===== src/rtl/el2_bp_pkg.sv =====
// ============================================================================
// Module : el2_bp_pkg
// Brief  : Shared GHR/checkpoint types and the GHR shift helper for the
//          branch-predictor history path.
// Rev    : 1.0  initial release
// ============================================================================
`default_nettype none

package el2_bp_pkg;

  localparam int EL2_BHT_GHR_SIZE = 8;
  localparam int EL2_CKPT_DEPTH   = 4;
  localparam int EL2_CKPT_AW      = $clog2(EL2_CKPT_DEPTH);

  typedef logic [EL2_BHT_GHR_SIZE-1:0] ghr_t;
  typedef logic [EL2_CKPT_AW-1:0]      ckpt_tag_t;

  // Newest outcome enters at bit 0; the oldest bit falls off the top.
  function automatic ghr_t ghr_shift(input ghr_t g, input logic b);
    return {g[EL2_BHT_GHR_SIZE-2:0], b};
  endfunction

endpackage

`default_nettype wire


===== src/rtl/el2_bp_ghr_ckpt_ram.sv =====
// ============================================================================
// Module : el2_bp_ghr_ckpt_ram
// Brief  : DEPTH x WIDTH flop array holding pre-prediction GHR checkpoints;
//          one synchronous write port, one asynchronous read port.
// Rev    : 1.0  initial release
// ============================================================================
`default_nettype none

module el2_bp_ghr_ckpt_ram #(
  parameter int DEPTH = 4,
  parameter int WIDTH = 8
) (
  input  logic                     clk,
  input  logic                     we_i,
  input  logic [$clog2(DEPTH)-1:0] waddr_i,
  input  logic [WIDTH-1:0]         wdata_i,
  input  logic [$clog2(DEPTH)-1:0] raddr_i,
  output logic [WIDTH-1:0]         rdata_o
);

  // Contents are meaningless until written, so the array carries no reset.
  logic [WIDTH-1:0] mem_q [DEPTH];

  always_ff @(posedge clk) begin
    if (we_i) begin
      mem_q[waddr_i] <= wdata_i;
    end
  end

  assign rdata_o = mem_q[raddr_i];

endmodule

`default_nettype wire


===== src/rtl/el2_bp_ghr_tracker.sv =====
// ============================================================================
// Module : el2_bp_ghr_tracker
// Brief  : Speculative/committed global history tracker with a checkpoint
//          ring for mispredict recovery. Optional EL2_BP_GHR_PERF_EN adds a
//          saturating 16-bit mispredict counter on port mp_count.
// Rev    : 1.0  initial release
// ============================================================================
`default_nettype none

module el2_bp_ghr_tracker
  import el2_bp_pkg::*;
#(
  parameter int BHT_GHR_SIZE = EL2_BHT_GHR_SIZE,
  parameter int CKPT_DEPTH   = EL2_CKPT_DEPTH
) (
  input  logic                          clk,
  input  logic                          rst_l,
  input  logic                          pred_valid,
  input  logic                          pred_taken,
  output logic                          pred_ready,
  output logic [$clog2(CKPT_DEPTH)-1:0] pred_tag,
  input  logic                          mp_valid,
  input  logic [$clog2(CKPT_DEPTH)-1:0] mp_tag,
  input  logic                          mp_actual,
  input  logic                          ret_valid,
  input  logic                          ret_taken,
  input  logic                          flush,
`ifdef EL2_BP_GHR_PERF_EN
  output logic [15:0]                   mp_count,
`endif
  output logic [BHT_GHR_SIZE-1:0]       ghr,
  output logic [BHT_GHR_SIZE-1:0]       ghr_arch
);

  localparam int                CKPT_AW  = $clog2(CKPT_DEPTH);
  localparam int                CNT_W    = CKPT_AW + 1;
  localparam logic [CNT_W-1:0]  FULL_CNT = CNT_W'(CKPT_DEPTH);

  ghr_t             ghr_q, ghr_d;
  ghr_t             ghr_arch_q, ghr_arch_d;
  ghr_t             ckpt_rdata;
  ckpt_tag_t        wr_ptr_q, wr_ptr_d;
  ckpt_tag_t        rd_ptr_q, rd_ptr_d;
  ckpt_tag_t        mp_span;
  logic [CNT_W-1:0] count_q, count_d;
  logic             pred_fire;

  assign pred_ready = (count_q < FULL_CNT);
  assign pred_tag   = wr_ptr_q;
  assign ghr        = ghr_q;
  assign ghr_arch   = ghr_arch_q;
  assign pred_fire  = pred_valid & pred_ready & ~mp_valid & ~flush;

  always_comb begin
    ghr_arch_d = ret_valid ? ghr_shift(ghr_arch_q, ret_taken) : ghr_arch_q;
    rd_ptr_d   = rd_ptr_q + ckpt_tag_t'(ret_valid);
    // Survivors after a mispredict run from the post-retire head to mp_tag.
    mp_span    = mp_tag - rd_ptr_d + ckpt_tag_t'(1);
    ghr_d      = ghr_q;
    wr_ptr_d   = wr_ptr_q;
    count_d    = count_q - CNT_W'(ret_valid);
    if (flush) begin
      ghr_d    = ghr_arch_d;
      wr_ptr_d = rd_ptr_d;
      count_d  = '0;
    end else if (mp_valid) begin
      ghr_d    = ghr_shift(ckpt_rdata, mp_actual);
      wr_ptr_d = mp_tag + ckpt_tag_t'(1);
      // A zero span can only mean the whole ring survives.
      count_d  = (mp_span == '0) ? FULL_CNT : {1'b0, mp_span};
    end else if (pred_fire) begin
      ghr_d    = ghr_shift(ghr_q, pred_taken);
      wr_ptr_d = wr_ptr_q + ckpt_tag_t'(1);
      count_d  = count_q + CNT_W'(1) - CNT_W'(ret_valid);
    end
  end

  always_ff @(posedge clk or negedge rst_l) begin
    if (!rst_l) begin
      ghr_q      <= '0;
      ghr_arch_q <= '0;
      wr_ptr_q   <= '0;
      rd_ptr_q   <= '0;
      count_q    <= '0;
    end else begin
      ghr_q      <= ghr_d;
      ghr_arch_q <= ghr_arch_d;
      wr_ptr_q   <= wr_ptr_d;
      rd_ptr_q   <= rd_ptr_d;
      count_q    <= count_d;
    end
  end

  el2_bp_ghr_ckpt_ram #(
    .DEPTH (CKPT_DEPTH),
    .WIDTH (BHT_GHR_SIZE)
  ) u_ckpt_ram (
    .clk     (clk),
    .we_i    (pred_fire),
    .waddr_i (wr_ptr_q),
    .wdata_i (ghr_q),
    .raddr_i (mp_tag),
    .rdata_o (ckpt_rdata)
  );

`ifdef EL2_BP_GHR_PERF_EN
  logic [15:0] mp_count_q;

  always_ff @(posedge clk or negedge rst_l) begin
    if (!rst_l) begin
      mp_count_q <= '0;
    end else if (mp_valid && (mp_count_q != 16'hFFFF)) begin
      mp_count_q <= mp_count_q + 16'd1;
    end
  end

  assign mp_count = mp_count_q;
`endif

`ifndef SYNTHESIS
  ckpt_tag_t mp_age;
  assign mp_age = mp_tag - rd_ptr_q;

  a_ret_nonempty : assert property (@(posedge clk) disable iff (!rst_l)
    ret_valid |-> (count_q != '0));
  a_mp_inflight : assert property (@(posedge clk) disable iff (!rst_l)
    mp_valid |-> ({1'b0, mp_age} < count_q));
  a_ret_mp_head : assert property (@(posedge clk) disable iff (!rst_l)
    (ret_valid && mp_valid) |-> (mp_tag != rd_ptr_q));
`endif

endmodule

`default_nettype wire


===== config.mk =====
export PLATFORM = sky130hd
export DESIGN_NAME = el2_bp_ghr_tracker
export DESIGN_NICKNAME = d
export VERILOG_FILES = /design/src/rtl/el2_bp_pkg.sv /design/src/rtl/el2_bp_ghr_ckpt_ram.sv /design/src/rtl/el2_bp_ghr_tracker.sv
export SDC_FILE = /design/constraint.sdc
export NUM_CORES = 1
export LEC_CHECK = 0
export ABC_CLOCK_PERIOD_IN_PS = 3800
export CAP_MARGIN = 20
export CORE_MARGIN = 10
export CORE_UTILIZATION = 50
export CTS_CLUSTER_DIAMETER = 40
export DETAILED_ROUTE_END_ITERATION = 8
export GPL_TIMING_DRIVEN = 0
export PLACE_DENSITY = 0.8
export SLEW_MARGIN = 20
export SYNTH_ARGS = -nofsm -noshare
export SYNTH_HDL_FRONTEND = slang
export SYNTH_SLANG_ARGS = --single-unit

===== constraint.sdc =====
create_clock -name clk -period 3.8 [get_ports clk]
set_input_delay 1.14 -clock clk [delete_from_list [all_inputs] [get_ports clk]]
set_output_delay 1.14 -clock clk [all_outputs]
set_load 0.01 [all_outputs]

==> results of run 1 <==
-- routing by layer --
layer | GRT usage | up-vias | wire, microns | part of all wire
li1 | - | 697 | - | -
met1 | 0.169 | 712 | 2200 | 0.45
met2 | 0.210 | 47 | 2300 | 0.47
met3 | 0.0399 | 12 | 266 | 0.055
met4 | 0.0478 | 0 | 114 | 0.023
met5 | 0 | - | 0 | 0
-- worst reg2reg max path, stage by stage (launching register included) --
cell	delay [ns]
dfrtp_1	0.43
nor2b_2	0.25
buf_4	0.24
nand3_1	0.11
nor2_1	0.63
-- logic make-up after synthesis --
kind of cell             after synthesis  synth area share
flip-flops                            51             0.617
AO/OA/AOI/OAI                         36             0.101
AND/OR/NAND/NOR                       30            0.0670
multiplexers                          25             0.118
buffers and inverters                 16            0.0381
XOR/XNOR                               7            0.0267
adder cells (fa/ha/maj)                6            0.0327
-- metrics by stage --
| stage | setup WS [ns] | std cells | utilization | hold slack, ns | cell area, sq um |
|---|---|---|---|---|---|
| finish | 0.801 | 260 | 0.621 | 0.506 | 2740 |
| global route | 0.705 | 260 | 0.621 | 0.521 | 2740 |
| CTS | 0.810 | 260 | 0.622 | 0.508 | 2750 |
| detailed placement | 0.501 | 252 | 0.601 | 0.488 | 2660 |
| global placement | 0.320 | 250 | 0.596 | 0.475 | 2630 |
| floorplan | 1.04 | 171 | - | 0.461 | 2300 |
-- flip-flops by register name, indices dropped and copies added, names as in the netlist --
signal	flops
count_q	3
ghr	8
ghr_arch	8
pred_tag	2
rd_ptr_q	2
u_ckpt_ram.mem_q	28
-- placed cells by master, fill, tap and decap left out --
cell | netlist | layout
a22o_1 | 3 | 3
mux2_2 | 17 | 17
clkbuf_8 | 0 | 6
inv_1 | 7 | 7
buf_4 | 2 | 2
mux2i_1 | 8 | 8
edfxtp_1 | 28 | 28
nor3_1 | 2 | 2
a21oi_1 | 15 | 15
o22ai_1 | 2 | 2
a221o_1 | 3 | 3
nand3b_1 | 1 | 1
xor2_1 | 3 | 3
o21ai_0 | 6 | 6
nand3_1 | 1 | 1
dfrtp_1 | 23 | 23
buf_2 | 4 | 7
nor2_1 | 14 | 14
nand2_1 | 5 | 5
xnor2_1 | 4 | 4
nor2_8 | 1 | 1
clkdlybuf4s50_1 | 0 | 26
buf_6 | 2 | 2
nor2b_2 | 1 | 1
ha_1 | 6 | 6
nor4_2 | 0 | 2
a22oi_1 | 2 | 2
nand2b_1 | 2 | 2
a211oi_1 | 2 | 2
or2_1 | 1 | 1
a2111oi_2 | 1 | 1
clkinv_2 | 0 | 1
clkbuf_1 | 1 | 2
a31oi_1 | 2 | 2
-- power by group through the flow --
stage | logic [mW] | clock network (mW) | registers [mW]
5_1_grt | 0.467 | 0.341 | 0.782
2_1_floorplan | 0.218 | 0 | 0.782
3_5_place_dp | 0.428 | 0 | 0.780
6_report | 0.424 | 0.311 | 0.768
4_1_cts | 0.430 | 0.315 | 0.769
3_3_place_gp | 0.412 | 0 | 0.771
-- cell type report --
class / count / area, sq um / area share
inverter: 7 / 26.3 / 0.00958
tap: 52 / 65.1 / 0.0237
clock inverter: 1 / 5.00 / 0.00183
sequential: 51 / 1420 / 0.517
timing repair buffer: 29 / 275 / 0.100
multi-input combinational: 104 / 806 / 0.294
buffer: 9 / 61.3 / 0.0224
clock buffer: 7 / 86.3 / 0.0315
-- path summary, 6_finish.rpt --
path                                   from                     end  slack [ns]  depth (start not counted)
worst max register to register   count_q[2]  u_ckpt_ram.mem_q[3][5]        1.78                          4
worst min register to register  rd_ptr_q[0]             rd_ptr_q[0]        0.51                          1
min in group asynchronous             rst_l              count_q[0]        0.80                          1
max in group asynchronous             rst_l                  ghr[3]        2.64                          1
worst min-delay path            rd_ptr_q[0]             rd_ptr_q[0]        0.51                          1
worst max-delay path             pred_valid  u_ckpt_ram.mem_q[3][5]        0.80                          5
==> run_results.csv, run 1 <==
group,metric,value,unit
worst_setup_path,cpPeakStageDelay,0.63,ns
cts,hold_buffers,0,
global_routing,grt_max_degree,24,
worst_setup_path,crit_required,3.73,ns
sta,fin_crit,3.00,ns
global_routing,antenna_found_initial,0,
pwr,p_leak,1.08,nW
synthesis,synth-seq-cells,51,
synthesis,synthCells,171,
cts,cts_made_buffers,5,
detailed_routing,wire_per_inst,18.8,microns
synthesis,synth_top_area_frac,0.366,
global_routing,grt_pass1_wl,7.95,mm
synthesis,netlist_area,0.00230,sq mm
detailed_routing,wirelength,4.88,mm
cells_and_area,nFillCells,347,
synthesis,yosysTopAreaCell,"edfxtp_1",
pwr,clkPwrFrac,0.207,
place,place_hpwl,3.55,mm
sta,rsz0062_at_grt,"false",
floorplan,die_y,87.8,microns
cells_and_area,syn_to_final_growth,19.3,%
synthesis,synth-async-reset-ratio,0.451,
pwr,intPower,1.06,mW
synthesis,synth_edf_count,28,
sta,relSlewSlack,0.469,
place,port_buffers,27,
pwr,switchingPower,0.448,mW
synthesis,synth_area_per_cell,13.4,sq um
global_routing,grt_pass1_vias,1513,
detailed_routing,drc,0,
cts,post-cts-setup-buffers,0,
sta,fin_setup_tns,0,ns
pwr,power_frac_comb,0.282,
hold_path,hold_path_class,"flop to flop",
synthesis,ys_types,31,
sta,tightestPinTransition,0.794,ns
cells_and_area,nNetsFinal,224,
worst_setup_path,crit_chain,"clkdlybuf4s50_1 > nor2b_2 > buf_4 > nand3_1 > nor2_1",
cts,cts_tree,"yes",
cells_and_area,drive_gt1_frac,0.192,
floorplan,dieArea,0.00771,sq mm
cells_and_area,n_antenna_cell,0,
synthesis,ys_top_cells_by_area,"edfxtp_1 37%, dfrtp_1 25%, mux2_2 8.3%",
detailed_routing,drt_first_pass_iters,4,
cts,cts_root_buf,"clkbuf_8",
sta,finalHoldViolCount,0,
detailed_routing,via_per_inst,5.65,
pwr,p_per_area,548,mW/mm^2
sta,max_freq,333,MHz
floorplan,die_w,87.8,microns
pwr,swShare,0.298,
synthesis,synth_seq_area_share,0.617,
cts,htreeDepth,2,
synthesis,synth_nets,188,
detailed_routing,drtIter0Drc,128,
floorplan,core,0.00441,sq mm
worst_setup_path,critPathCaptureType,"flop",
floorplan,rows,24,
global_routing,grt_usage,0.133,
synthesis,synthFlopType,"edfxtp_1",
status,outcome,"complete, no violations",
synthesis,yosysWarnings,0,
sta,setup_violations,0,
cts,cts.clk_slew.worst_paths,0.08,ns
floorplan,ios,30,
worst_setup_path,startpoint_type,"input pin",
worst_setup_path,path_buf_inv,2,
worst_setup_path,arrival,2.92,ns
pwr,seqPwrFrac,0.511,
flow_run,drv_cap,0,
worst_setup_path,path_delay_family,"simple AND/OR/NAND/NOR gates",
floorplan,start_util,0.520,
synthesis,synth_common_cells,"28 x edfxtp_1, 23 x dfrtp_1, 17 x mux2_2",
detailed_routing,ant_nets,0,
sta,finalCritPeriodShare,0.789,
sta,finalClockSkew,0.0111,ns
worst_setup_path,slowest_stage,"nor2_1",
place,gp_congestion,0.823,
sta,slew_viol_final,0,
cts,worstSkewPairLatency,0.30,ns
cts,cts_resized,0,
synthesis,yosysMostFrequentCell,"edfxtp_1",
cts,cts_buffer_depth,2,
pwr,vdd_ir_drop_max,414,uV
cts,cts_sinks,51,
global_routing,grt_overflow,0,
pwr,totalPowerFinal,1.50,mW
detailed_routing,vias,1468,
worst_setup_path,worstPathMaxFanout,10,
worst_setup_path,worst-setup-path-type,"input pin to flop",
Note: power is estimated with default switching activity, not from simulation.
==> run 2: changes to the inputs <==
- ABC_CLOCK_PERIOD_IN_PS: 3800 -> 2470
- CORE_UTILIZATION: 50 -> 49
- PLACE_DENSITY: 0.8 -> 0.82
- clock period: 3.8 -> 2.47 ns (I/O delays scaled with it)
==> run_results.csv, run 2 (same netlist as run 1, synthesis figures left out) <==
group,metric,value,unit
sta,setup_ws,0.0893,ns
worst_setup_path,critPathCaptureType,"flop",
floorplan,die_w,88.5,microns
place,placedCellCount,252,
worst_setup_path,arrival,2.37,ns
place,place_hpwl,3.50,mm
global_routing,grt_overflow,0,
cells_and_area,n_antenna_cell,0,
worst_setup_path,startpoint_type,"input pin",
detailed_routing,vias,1522,
pwr,p_per_area,853,mW/mm^2
cells_and_area,nNetsFinal,224,
sta,relSlewSlack,0.626,
cells_and_area,layout.cells.most_common,"edfxtp_1",
cells_and_area,regMostFlops,"u_ckpt_ram.mem_q",
detailed_routing,drtIter0Drc,97,
cells_and_area,post-route-util,0.623,
worst_setup_path,crit_required,2.46,ns
sta,rsz0062_at_grt,"false",
place,gp_congestion,0.848,
pwr,totalPowerFinal,2.36,mW
cells_and_area,drive_gt1_frac,0.202,
detailed_routing,via_per_inst,5.85,
floorplan,ios,30,
hold_path,hold_path_class,"input pin to async pin",
worst_setup_path,cpPeakStageDelay,0.51,ns
cts,cts.clk_slew.worst_paths,0.09,ns
cells_and_area,largest_register_ffs,28,
cts,cts_root_buf,"clkbuf_8",
cts,post-cts-setup-buffers,0,
cts,htreeDepth,2,
cells_and_area,final_cell_mix,"28 x edfxtp_1, 26 x clkdlybuf4s50_1, 23 x dfrtp_1",
sta,hold_ws,0.407,ns
worst_setup_path,crit_chain,"clkdlybuf4s50_1 > nor2b_2 > buf_4 > nand3_1 > nor2_4",
sta,tightestPinTransition,0.562,ns
global_routing,grt_pass1_vias,1590,
cts,hold_buffers,0,
cts,cts_sinks,51,
cells_and_area,syn_to_final_growth,20.6,%
detailed_routing,wirelength,4.93,mm
global_routing,grt_pass1_wl,8.05,mm
floorplan,die_y,88.5,microns
floorplan,rows,24,
floorplan,start_util,0.517,
global_routing,grt_max_degree,24,
worst_setup_path,slowest_stage,"clkdlybuf4s50_1",
cts,cts_buffer_depth,2,
cts,cts_made_buffers,5,
global_routing,antenna_found_initial,0,
sta,fin_crit,2.38,ns
sta,max_freq,420,MHz
cells_and_area,final-instance-count-excl-fill,260,
cells_and_area,nFillCells,357,
pwr,p_leak,1.08,nW
detailed_routing,wire_per_inst,19.0,microns
flow_run,drv_cap,0,
sta,fin_setup_tns,0,ns
pwr,vdd_ir_drop_max,693,uV
place,port_buffers,27,
worst_setup_path,worst-setup-path-type,"input pin to flop",
place,place_area,0.00266,sq mm
floorplan,dieArea,0.00783,sq mm
sta,finalClockSkew,0.00265,ns
place,place_ws,-0.429,ns
cells_and_area,final_cell_area,0.00277,sq mm
cts,cts_tree,"yes",
detailed_routing,ant_nets,0,
detailed_routing,drc,0,
detailed_routing,drt_first_pass_iters,4,
floorplan,core,0.00444,sq mm
status,outcome,"complete, no violations",
sta,slew_viol_final,0,
worst_setup_path,path_buf_inv,2,
worst_setup_path,path_delay_family,"simple AND/OR/NAND/NOR gates",
cts,worstSkewPairLatency,0.30,ns
sta,finalHoldViolCount,0,
worst_setup_path,worstPathMaxFanout,10,
sta,finalCritPeriodShare,0.964,
sta,setup_violations,0,
global_routing,grt_usage,0.136,
run 2: cell count changes in the layout (fill, tap and decap cells not counted):
cell / delta
nor2_4: +2
clkinv_2: -1
buf_2: -2
nor2_1: -2
buf_4: +2
clkbuf_8: +1
run 2: path summary, 6_finish.rpt:
path / depth (start not counted) / startpoint / endpoint / slack [ns]
max in group asynchronous: 1 / rst_l / ghr[5] / 1.70
min: 1 / rst_l / rd_ptr_q[0] / 0.41
max reg2reg: 4 / count_q[2] / u_ckpt_ram.mem_q[2][3] / 0.65
min reg2reg: 1 / rd_ptr_q[1] / rd_ptr_q[1] / 0.51
min in group clk: 1 / rd_ptr_q[1] / rd_ptr_q[1] / 0.51
max: 5 / pred_valid / u_ckpt_ram.mem_q[2][3] / 0.09
run 2: cell type report:
cell class                 count  area (sq um)  share of cell area
multi-input combinational    104           821               0.296
tap                           52          65.1              0.0235
inverter                       7          26.3             0.00949
timing repair buffer          29           280               0.101
buffer                         9          61.3              0.0221
sequential                    51          1420               0.511
clock buffer                   8           100              0.0361
run 2: power breakdown:
group | leakage [nW] | internal (mW) | switching, mW
clock | 0.0515 | 0.256 | 0.261
sequential | 0.528 | 1.06 | 0.129
combinational | 0.504 | 0.345 | 0.316
run 2: routing by layer:
| layer | up-vias | GRT usage | part of all wire |
|---|---|---|---|
| met1 | 762 | 0.165 | 0.44 |
| met3 | 13 | 0.0340 | 0.052 |
| met2 | 45 | 0.222 | 0.48 |
| met5 | - | 0 | 0 |
| li1 | 702 | - | - |
| met4 | 0 | 0.0602 | 0.026 |
run 2: timing repair:
item                                   in CTS  in global routing
endpoints found under the hold margin       0                  0
resized for setup                           2                  2
setup endpoints to repair                  14                 14
